[config.mk]
export PLATFORM = sky130hd
export DESIGN_NAME = pipeline_ctrl_unit
export DESIGN_NICKNAME = d
export VERILOG_FILES = /design/src/rtl/ctrl_pkg.sv /design/src/rtl/instr_decoder.sv /design/src/rtl/pipeline_ctrl_unit.sv
export SDC_FILE = /design/constraint.sdc
export NUM_CORES = 1
export LEC_CHECK = 0
export CAP_MARGIN = 40
export CORE_MARGIN = 10
export CORE_UTILIZATION = 37
export CTS_CLUSTER_SIZE = 40
export DETAILED_ROUTE_END_ITERATION = 8
export PLACE_DENSITY_LB_ADDON = 0.15
export SYNTH_ARGS = -nofsm -noshare
export SYNTH_HDL_FRONTEND = slang
export SYNTH_SLANG_ARGS = --single-unit
[constraint.sdc]
create_clock -name clk -period 2.7 [get_ports clk]
set_input_delay 0.54 -clock clk [delete_from_list [all_inputs] [get_ports clk]]
set_output_delay 0.54 -clock clk [all_outputs]
set_load 0.05 [all_outputs]
[src/rtl/ctrl_pkg.sv]
// Shared control types for the DE/EX decode and control pipeline: opcodes,
// ALU/immediate/branch/writeback encodings, control bundles and MDU states.
package ctrl_pkg;

    localparam int RA_W = 5;

    localparam logic [6:0] OPC_LUI    = 7'b0110111;
    localparam logic [6:0] OPC_AUIPC  = 7'b0010111;
    localparam logic [6:0] OPC_JAL    = 7'b1101111;
    localparam logic [6:0] OPC_JALR   = 7'b1100111;
    localparam logic [6:0] OPC_BRANCH = 7'b1100011;
    localparam logic [6:0] OPC_LOAD   = 7'b0000011;
    localparam logic [6:0] OPC_STORE  = 7'b0100011;
    localparam logic [6:0] OPC_OP_IMM = 7'b0010011;
    localparam logic [6:0] OPC_OP     = 7'b0110011;
    localparam logic [6:0] OPC_SYSTEM = 7'b1110011;
    localparam logic [6:0] OPC_FENCE  = 7'b0001111;

    typedef enum logic [3:0] {
        ALU_ADD  = 4'd0,
        ALU_SUB  = 4'd1,
        ALU_SLL  = 4'd2,
        ALU_SLT  = 4'd3,
        ALU_SLTU = 4'd4,
        ALU_XOR  = 4'd5,
        ALU_SRL  = 4'd6,
        ALU_SRA  = 4'd7,
        ALU_OR   = 4'd8,
        ALU_AND  = 4'd9,
        ALU_LUI  = 4'd10
    } aluop_e;

    typedef enum logic [1:0] {
        WB_ALU = 2'b00,
        WB_MEM = 2'b01,
        WB_PC4 = 2'b10,
        WB_CSR = 2'b11
    } sel_wb_e;

    typedef enum logic [2:0] {
        IMM_NONE, IMM_I, IMM_S, IMM_B, IMM_U, IMM_J
    } imm_type_e;

    typedef enum logic [2:0] {
        BR_NONE, BR_EQ, BR_NE, BR_LT, BR_GE, BR_LTU, BR_GEU
    } br_type_e;

    // memory access type carries the load/store func3 unchanged
    localparam logic [2:0] MEM_B  = 3'b000;
    localparam logic [2:0] MEM_H  = 3'b001;
    localparam logic [2:0] MEM_W  = 3'b010;
    localparam logic [2:0] MEM_BU = 3'b100;
    localparam logic [2:0] MEM_HU = 3'b101;

    typedef enum logic [1:0] {
        MDU_RUN, MDU_BUSY, MDU_DONE
    } mdu_state_e;

    typedef struct packed {
        logic      sel_opr_a;
        logic      sel_opr_b;
        aluop_e    aluop;
        imm_type_e imm_type;
        br_type_e  br_type;
        logic      sel_pc;
        logic      csr_rd;
        logic      is_mret;
        logic [2:0] mdu_op;
    } ctrl_ex_t;

    typedef struct packed {
        logic            valid;
        logic            rf_en;
        logic            rd_en;
        logic            wr_en;
        sel_wb_e         sel_wb;
        logic [2:0]      mem_type;
        logic            csr_wr;
        logic            is_mdu;
        logic [RA_W-1:0] rd_addr;
    } ctrl_wb_t;

    function automatic aluop_e alu_from_f3(input logic [2:0] f3, input logic alt);
        aluop_e op;
        case (f3)
            3'b000:  op = alt ? ALU_SUB : ALU_ADD;
            3'b001:  op = ALU_SLL;
            3'b010:  op = ALU_SLT;
            3'b011:  op = ALU_SLTU;
            3'b100:  op = ALU_XOR;
            3'b101:  op = alt ? ALU_SRA : ALU_SRL;
            3'b110:  op = ALU_OR;
            default: op = ALU_AND;
        endcase
        return op;
    endfunction

    function automatic br_type_e br_from_f3(input logic [2:0] f3);
        br_type_e br;
        case (f3)
            3'b000:  br = BR_EQ;
            3'b001:  br = BR_NE;
            3'b100:  br = BR_LT;
            3'b101:  br = BR_GE;
            3'b110:  br = BR_LTU;
            3'b111:  br = BR_GEU;
            default: br = BR_NONE;
        endcase
        return br;
    endfunction

endpackage

[src/rtl/instr_decoder.sv]
// Purely combinational RV32 decode of the DE/EX instruction into EX and WB
// control bundles plus an illegal flag. MDU_EN adds the M-extension (func7=0x01).
module instr_decoder
    import ctrl_pkg::*;
(
    input  logic            instr_valid,
    input  logic [6:0]      opcode,
    input  logic [2:0]      func3,
    input  logic [6:0]      func7,
    input  logic [RA_W-1:0] rd_addr,
    input  logic            br_taken,
    output ctrl_ex_t        ex_ctrl,
    output ctrl_wb_t        wb_ctrl,
    output logic            illegal_instr
);

    always_comb begin
        ex_ctrl       = '0;
        wb_ctrl       = '0;
        illegal_instr = 1'b0;
        if (instr_valid) begin
            wb_ctrl.valid   = 1'b1;
            wb_ctrl.rd_addr = rd_addr;
            case (opcode)
                OPC_LUI: begin
                    ex_ctrl.sel_opr_b = 1'b1;
                    ex_ctrl.aluop     = ALU_LUI;
                    ex_ctrl.imm_type  = IMM_U;
                    wb_ctrl.rf_en     = 1'b1;
                end
                OPC_AUIPC: begin
                    ex_ctrl.sel_opr_a = 1'b1;
                    ex_ctrl.sel_opr_b = 1'b1;
                    ex_ctrl.imm_type  = IMM_U;
                    wb_ctrl.rf_en     = 1'b1;
                end
                OPC_JAL: begin
                    ex_ctrl.sel_opr_a = 1'b1;
                    ex_ctrl.sel_opr_b = 1'b1;
                    ex_ctrl.imm_type  = IMM_J;
                    ex_ctrl.sel_pc    = 1'b1;
                    wb_ctrl.rf_en     = 1'b1;
                    wb_ctrl.sel_wb    = WB_PC4;
                end
                OPC_JALR: begin
                    ex_ctrl.sel_opr_b = 1'b1;
                    ex_ctrl.imm_type  = IMM_I;
                    ex_ctrl.sel_pc    = 1'b1;
                    wb_ctrl.rf_en     = 1'b1;
                    wb_ctrl.sel_wb    = WB_PC4;
                end
                OPC_BRANCH: begin
                    // ALU forms the target; the comparator result arrives separately
                    ex_ctrl.sel_opr_a = 1'b1;
                    ex_ctrl.sel_opr_b = 1'b1;
                    ex_ctrl.imm_type  = IMM_B;
                    ex_ctrl.br_type   = br_from_f3(func3);
                    ex_ctrl.sel_pc    = br_taken;
                    illegal_instr     = (func3[2:1] == 2'b01);
                end
                OPC_LOAD: begin
                    ex_ctrl.sel_opr_b = 1'b1;
                    ex_ctrl.imm_type  = IMM_I;
                    wb_ctrl.rf_en     = 1'b1;
                    wb_ctrl.rd_en     = 1'b1;
                    wb_ctrl.sel_wb    = WB_MEM;
                    wb_ctrl.mem_type  = func3;
                    illegal_instr     = (func3 == 3'b011) || (func3[2:1] == 2'b11);
                end
                OPC_STORE: begin
                    ex_ctrl.sel_opr_b = 1'b1;
                    ex_ctrl.imm_type  = IMM_S;
                    wb_ctrl.wr_en     = 1'b1;
                    wb_ctrl.mem_type  = func3;
                    illegal_instr     = (func3 > MEM_W);
                end
                OPC_OP_IMM: begin
                    ex_ctrl.sel_opr_b = 1'b1;
                    ex_ctrl.imm_type  = IMM_I;
                    ex_ctrl.aluop     = alu_from_f3(func3, func7[5] & (func3 == 3'b101));
                    wb_ctrl.rf_en     = 1'b1;
                end
                OPC_OP: begin
                    wb_ctrl.rf_en = 1'b1;
                    if ((func7 == 7'h00) ||
                        ((func7 == 7'h20) && ((func3 == 3'b000) || (func3 == 3'b101))))
                        ex_ctrl.aluop = alu_from_f3(func3, func7[5]);
`ifdef MDU_EN
                    else if (func7 == 7'h01) begin
                        wb_ctrl.is_mdu = 1'b1;
                        ex_ctrl.mdu_op = func3;
                    end
`endif
                    else
                        illegal_instr = 1'b1;
                end
                OPC_SYSTEM: begin
                    if (func3 != 3'b000) begin
                        ex_ctrl.csr_rd   = 1'b1;
                        ex_ctrl.imm_type = IMM_I;
                        wb_ctrl.csr_wr   = 1'b1;
                        wb_ctrl.rf_en    = 1'b1;
                        wb_ctrl.sel_wb   = WB_CSR;
                    end else begin
                        ex_ctrl.is_mret = 1'b1;
                        ex_ctrl.sel_pc  = 1'b1;
                    end
                end
                OPC_FENCE: begin
                end
                default: illegal_instr = 1'b1;
            endcase
            if (illegal_instr) begin
                ex_ctrl = '0;
                wb_ctrl = '0;
            end
        end
    end

endmodule

[src/rtl/pipeline_ctrl_unit.sv]
// DE/EX control unit: decode, WB control register, WB->EX forwarding, IF flush,
// MDU stall sequencing and instret. Define MDU_EN to enable multiply/divide.
//   state    | meaning
//   MDU_RUN  | normal issue; a valid MDU op launches and stalls
//   MDU_BUSY | MDU computing, pipeline held, cnt counts down
//   MDU_DONE | result ready, instruction advances into WB
module pipeline_ctrl_unit
    import ctrl_pkg::*;
#(
    parameter int REG_AW      = 5,
    parameter int MDU_LATENCY = 4,
    parameter int CNT_W       = 32
) (
    input  logic              clk,
    input  logic              rst_n,
    input  logic              instr_valid,
    input  logic [6:0]        opcode,
    input  logic [2:0]        func3,
    input  logic [6:0]        func7,
    input  logic [REG_AW-1:0] rs1_addr,
    input  logic [REG_AW-1:0] rs2_addr,
    input  logic [REG_AW-1:0] rd_addr,
    input  logic              br_taken,
    output ctrl_ex_t          ex_ctrl,
    output ctrl_wb_t          wb_ctrl,
    output logic              fwd_a,
    output logic              fwd_b,
    output logic              stall,
    output logic              flush_if,
    output logic              illegal_instr,
    output logic              mdu_start,
    output logic [CNT_W-1:0]  instret
);

    localparam int CW = (MDU_LATENCY > 1) ? $clog2(MDU_LATENCY) : 1;

    ctrl_wb_t        wb_dec;
    logic [RA_W-1:0] rs1_ext, rs2_ext, rd_ext;
    mdu_state_e      state_q, state_d;
    logic [CW-1:0]   cnt_q, cnt_d;
    logic            mdu_req;

    assign rs1_ext = RA_W'(rs1_addr);
    assign rs2_ext = RA_W'(rs2_addr);
    assign rd_ext  = RA_W'(rd_addr);

    instr_decoder u_dec (
        .instr_valid   (instr_valid),
        .opcode        (opcode),
        .func3         (func3),
        .func7         (func7),
        .rd_addr       (rd_ext),
        .br_taken      (br_taken),
        .ex_ctrl       (ex_ctrl),
        .wb_ctrl       (wb_dec),
        .illegal_instr (illegal_instr)
    );

    // gating with rst_n keeps stall/mdu_start low while reset is held
`ifdef MDU_EN
    assign mdu_req = rst_n & wb_dec.valid & wb_dec.is_mdu;
`else
    assign mdu_req = 1'b0;
`endif

    always_ff @(posedge clk or negedge rst_n) begin
        if (!rst_n) begin
            state_q <= MDU_RUN;
            cnt_q   <= '0;
        end else begin
            state_q <= state_d;
            cnt_q   <= cnt_d;
        end
    end

    always_comb begin
        state_d   = state_q;
        cnt_d     = cnt_q;
        stall     = 1'b0;
        mdu_start = 1'b0;
        case (state_q)
            MDU_RUN: begin
                if (mdu_req) begin
                    stall     = 1'b1;
                    mdu_start = 1'b1;
                    cnt_d     = CW'(MDU_LATENCY - 1);
                    state_d   = (MDU_LATENCY == 1) ? MDU_DONE : MDU_BUSY;
                end
            end
            MDU_BUSY: begin
                stall = 1'b1;
                cnt_d = cnt_q - 1'b1;
                if (cnt_q == CW'(1))
                    state_d = MDU_DONE;
            end
            MDU_DONE: state_d = MDU_RUN;
            default:  state_d = MDU_RUN;
        endcase
    end

    always_ff @(posedge clk or negedge rst_n) begin
        if (!rst_n) begin
            wb_ctrl <= '0;
            instret <= '0;
        end else begin
            wb_ctrl <= stall ? '0 : wb_dec;
            if (!stall && wb_dec.valid)
                instret <= instret + 1'b1;
        end
    end

    assign fwd_a = wb_ctrl.valid & wb_ctrl.rf_en & (wb_ctrl.rd_addr != '0) &
                   (wb_ctrl.rd_addr == rs1_ext);
    assign fwd_b = wb_ctrl.valid & wb_ctrl.rf_en & (wb_ctrl.rd_addr != '0) &
                   (wb_ctrl.rd_addr == rs2_ext);

    assign flush_if = ex_ctrl.sel_pc & ~stall;

endmodule

==> summary.txt <==
Outcome
  – Status: finished clean

Detailed routing
  – Antenna viol nets, final: 0
  – Avg WL per Cell: 15.4 microns
  – 1st-iter DRT viols: between 80 and 90
  – Vias: 2,671
  – Number of remaining DRC errors: 0
  – Via density: around 4.9
  – Pre-antenna DRT Iters: 4
  – Routed wire length: 8.48 mm

STA
  – Relative slew slack: 63.3%
  – Setup ws final: roughly 54 ps
  – F_max: around 380 MHz
  – Final critical-path required period: 2650 ps
  – Slew Limit Fails: 0
  – Worst clock skew: a little over 10 ps
  – Final hold violations: 0
  – Fin crit share: a little over nine tenths
  – Setup Viol. Count Final: 0
  – Worst-margin pin slew: approximately 550 ps

Worst hold path
  – Worst hold path class: primary input to asynchronous set/reset pin

Setup path
  – Worst Path Arrival: 2110 ps
  – Critical Path Start Type: primary input
  – Crit end category: output port
  – Worst r2r path cells: 6
  – Critical Path Fanout Max: 8
  – Setup CP Type: primary input to output port
  – Req. time, crit path: 2160 ps

Die
  – Die Ht: 107 microns
  – Rows: 31
  – Initial core utilization: 38.6%
  – Top Ports: roughly 110
  – Core ar.: 7330 sq um
  – Die Footprint: between 10,000 and 15,000 sq um
  – Die Width: 107 microns

Synthesis
  – Synth unique cells: 51
  – Synth Area per Inst: ~9.6 sq um
  – Most used DFF post-synth: dfrtp_1
  – Syn Inst Count: a little under 300
  – Fraction of registers with async set/reset: 100%
  – Register area share after synthesis: a little over two fifths
  – Synthesized area: 2830 sq um
  – Seq cells post-synth: 47
  – Count of flip-flops with a built-in enable after synthesis: 0
  – Synth warn: 0

CTS
  – CTS HTree Levels: 2
  – # hold bufs at CTS: 0
  – Clk buf depth: 2
  – TritonCTS Sinks: 47
  – CTS tree: built
  – CTS Buf Count: 5
  – Clk root buf: clkbuf_8
  – Clk_lat worst skew: approximately 310 ps
  – Clock slew at reported path FFs: 90 ps

Layout
  – Area Overhead vs Synth: 68.4%
  – Most common cell after layout, fill and taps aside: clkdlybuf4s50_1
  – Most frequent cells in the layout: clkdlybuf4s50_1, buf_4, dfrtp_1, nor2_1, xnor2_1
  – Share of layout cells above drive strength 1: 32.4%
  – Nets@finish: 486
  – Post-route cell area: 4760 sq um
  – Core Util, Final: 64.9%
  – Antenna cells: 0

Power and ir drop
  – Power per cell area: 362 nW/um^2
  – Tot Pwr: 1.72 mW
  – Cell leakage power: 2.06 nW
  – Worst VDD drop: 0.000222 V

Placed design
  – IO Port Bufs: roughly 100
  – Placer congestion estimate: 0.887
  – Pre-CTS setup slack: -368 ps
  – Placed Area: 4600 sq um
  – HPWL Detailed: between 6 and 7 mm

Global routing
  – First-pass GRT wire length: 14.1 mm
  – Initial antenna violation count: 0
  – GRT overflow: 0
  – Largest net degree at the start of global routing: 28
  – GRT Total Usage: between 10% and 20%
  – Vias in the first global route: 2,802

Run
  – Max_cap viols: 0
[timing repair]
action | 4_1_cts | 5_1_grt
buffers inserted | 3 | 1
pin swaps | 13 | 7
setup endpoints to repair | 17 | 11
resized for setup | 59 | 6
[path summary, 6_finish.rpt]
kind / startpoint / end / slack [ps]
min in group clk: instret[31] / instret[31] / 480
min: rst_n / instret[1] / 170
max reg2reg: instret[0] / instret[26] / 670
max: opcode[6] / ex_ctrl[6] / 50
max in group asynchronous: rst_n / instret[25] / 1830
min reg2reg: instret[31] / instret[31] / 480
[flip-flops by register name (all words and copies together), names as in the netlist]
| signal | count |
|---|---|
| instret | 32 |
| wb_ctrl | 15 |
[power by group]
part / switching, mW / internal [mW]
Combinational: 0.244 / 0.171
Clock: 0.244 / 0.305
Sequential: 0.0346 / 0.727
[cells by family after synthesis]
logic type | Yosys count | synth area share, %
and+or+nand+nor | 136 | 28.6
DFF | 47 | 41.6
xor gates and xnor gates | 43 | 13.6
AOI/OAI and AO/OA | 37 | 8.85
buffers and inverters | 28 | 6.06
muxes | 2 | 0.753
adders and majority gates | 1 | 0.443
other | 1 | 0.133
[metal layers]
| layer | wire (microns) | track usage, % |
|---|---|---|
| met1 | 3650 | 18.7 |
| met2 | 4060 | 24.6 |
| met3 | 666 | 4.37 |
| met4 | 98 | 3.72 |
| met5 | 0 | 0 |
[final cells by class]
class                   count  area [sq um]
flip-flops and latches     47          1180
well taps                  99           124
clock buffers               6          82.6
clock inverters             2          38.8
repair buffers            161          1630
fillers                   583          2570
inverters                   9          38.8
multi-input cells         225          1670
[synth_stat cells, drive strengths merged, types with 2 or more instances]
cell type | instances | area, sq um
a31oi | 2 | 12.5
and3 | 10 | 62.6
a211oi | 2 | 20.0
a21oi | 15 | 75.1
o21ai | 10 | 50.1
and2 | 6 | 37.5
nand4 | 12 | 81.3
nor4 | 11 | 115
nor3 | 13 | 90.1
nand2 | 23 | 93.8
nand3 | 17 | 103
o21a | 2 | 15.0
nand2b | 3 | 18.8
buf | 15 | 120
xnor2 | 23 | 209
nand3b | 2 | 15.0
nor2 | 31 | 116
o211ai | 2 | 15.0
nor2b | 2 | 12.5
clkbuf | 4 | 15.0
dfrtp | 47 | 1180
inv | 9 | 36.3
xor2 | 20 | 175
[worst max-delay path: stages]
cell and delay (ps):
clkdlybuf4s15_2 240, nor2b_1 170, o21ai_2 230, o2bb2ai_4 160, nand4_4 120, inv_4 110, nand2_8 80, nor4b_4 280
buf_12 180
[metrics by stage]
| stage | hold slack (ps) | TNS [ps] | std cells |
|---|---|---|---|
| 6_report | 173 | 0 | 549 |
| 5_1_grt | 197 | -154 | 549 |
| 4_1_cts | 184 | 0 | 548 |
| 3_5_place_dp | 468 | -5030 | 537 |
| 3_3_place_gp | 462 | -4230 | 537 |
| 2_1_floorplan | 244 | -1130 | 300 |
No activity file was read; power rests on OpenSTA's default activity.
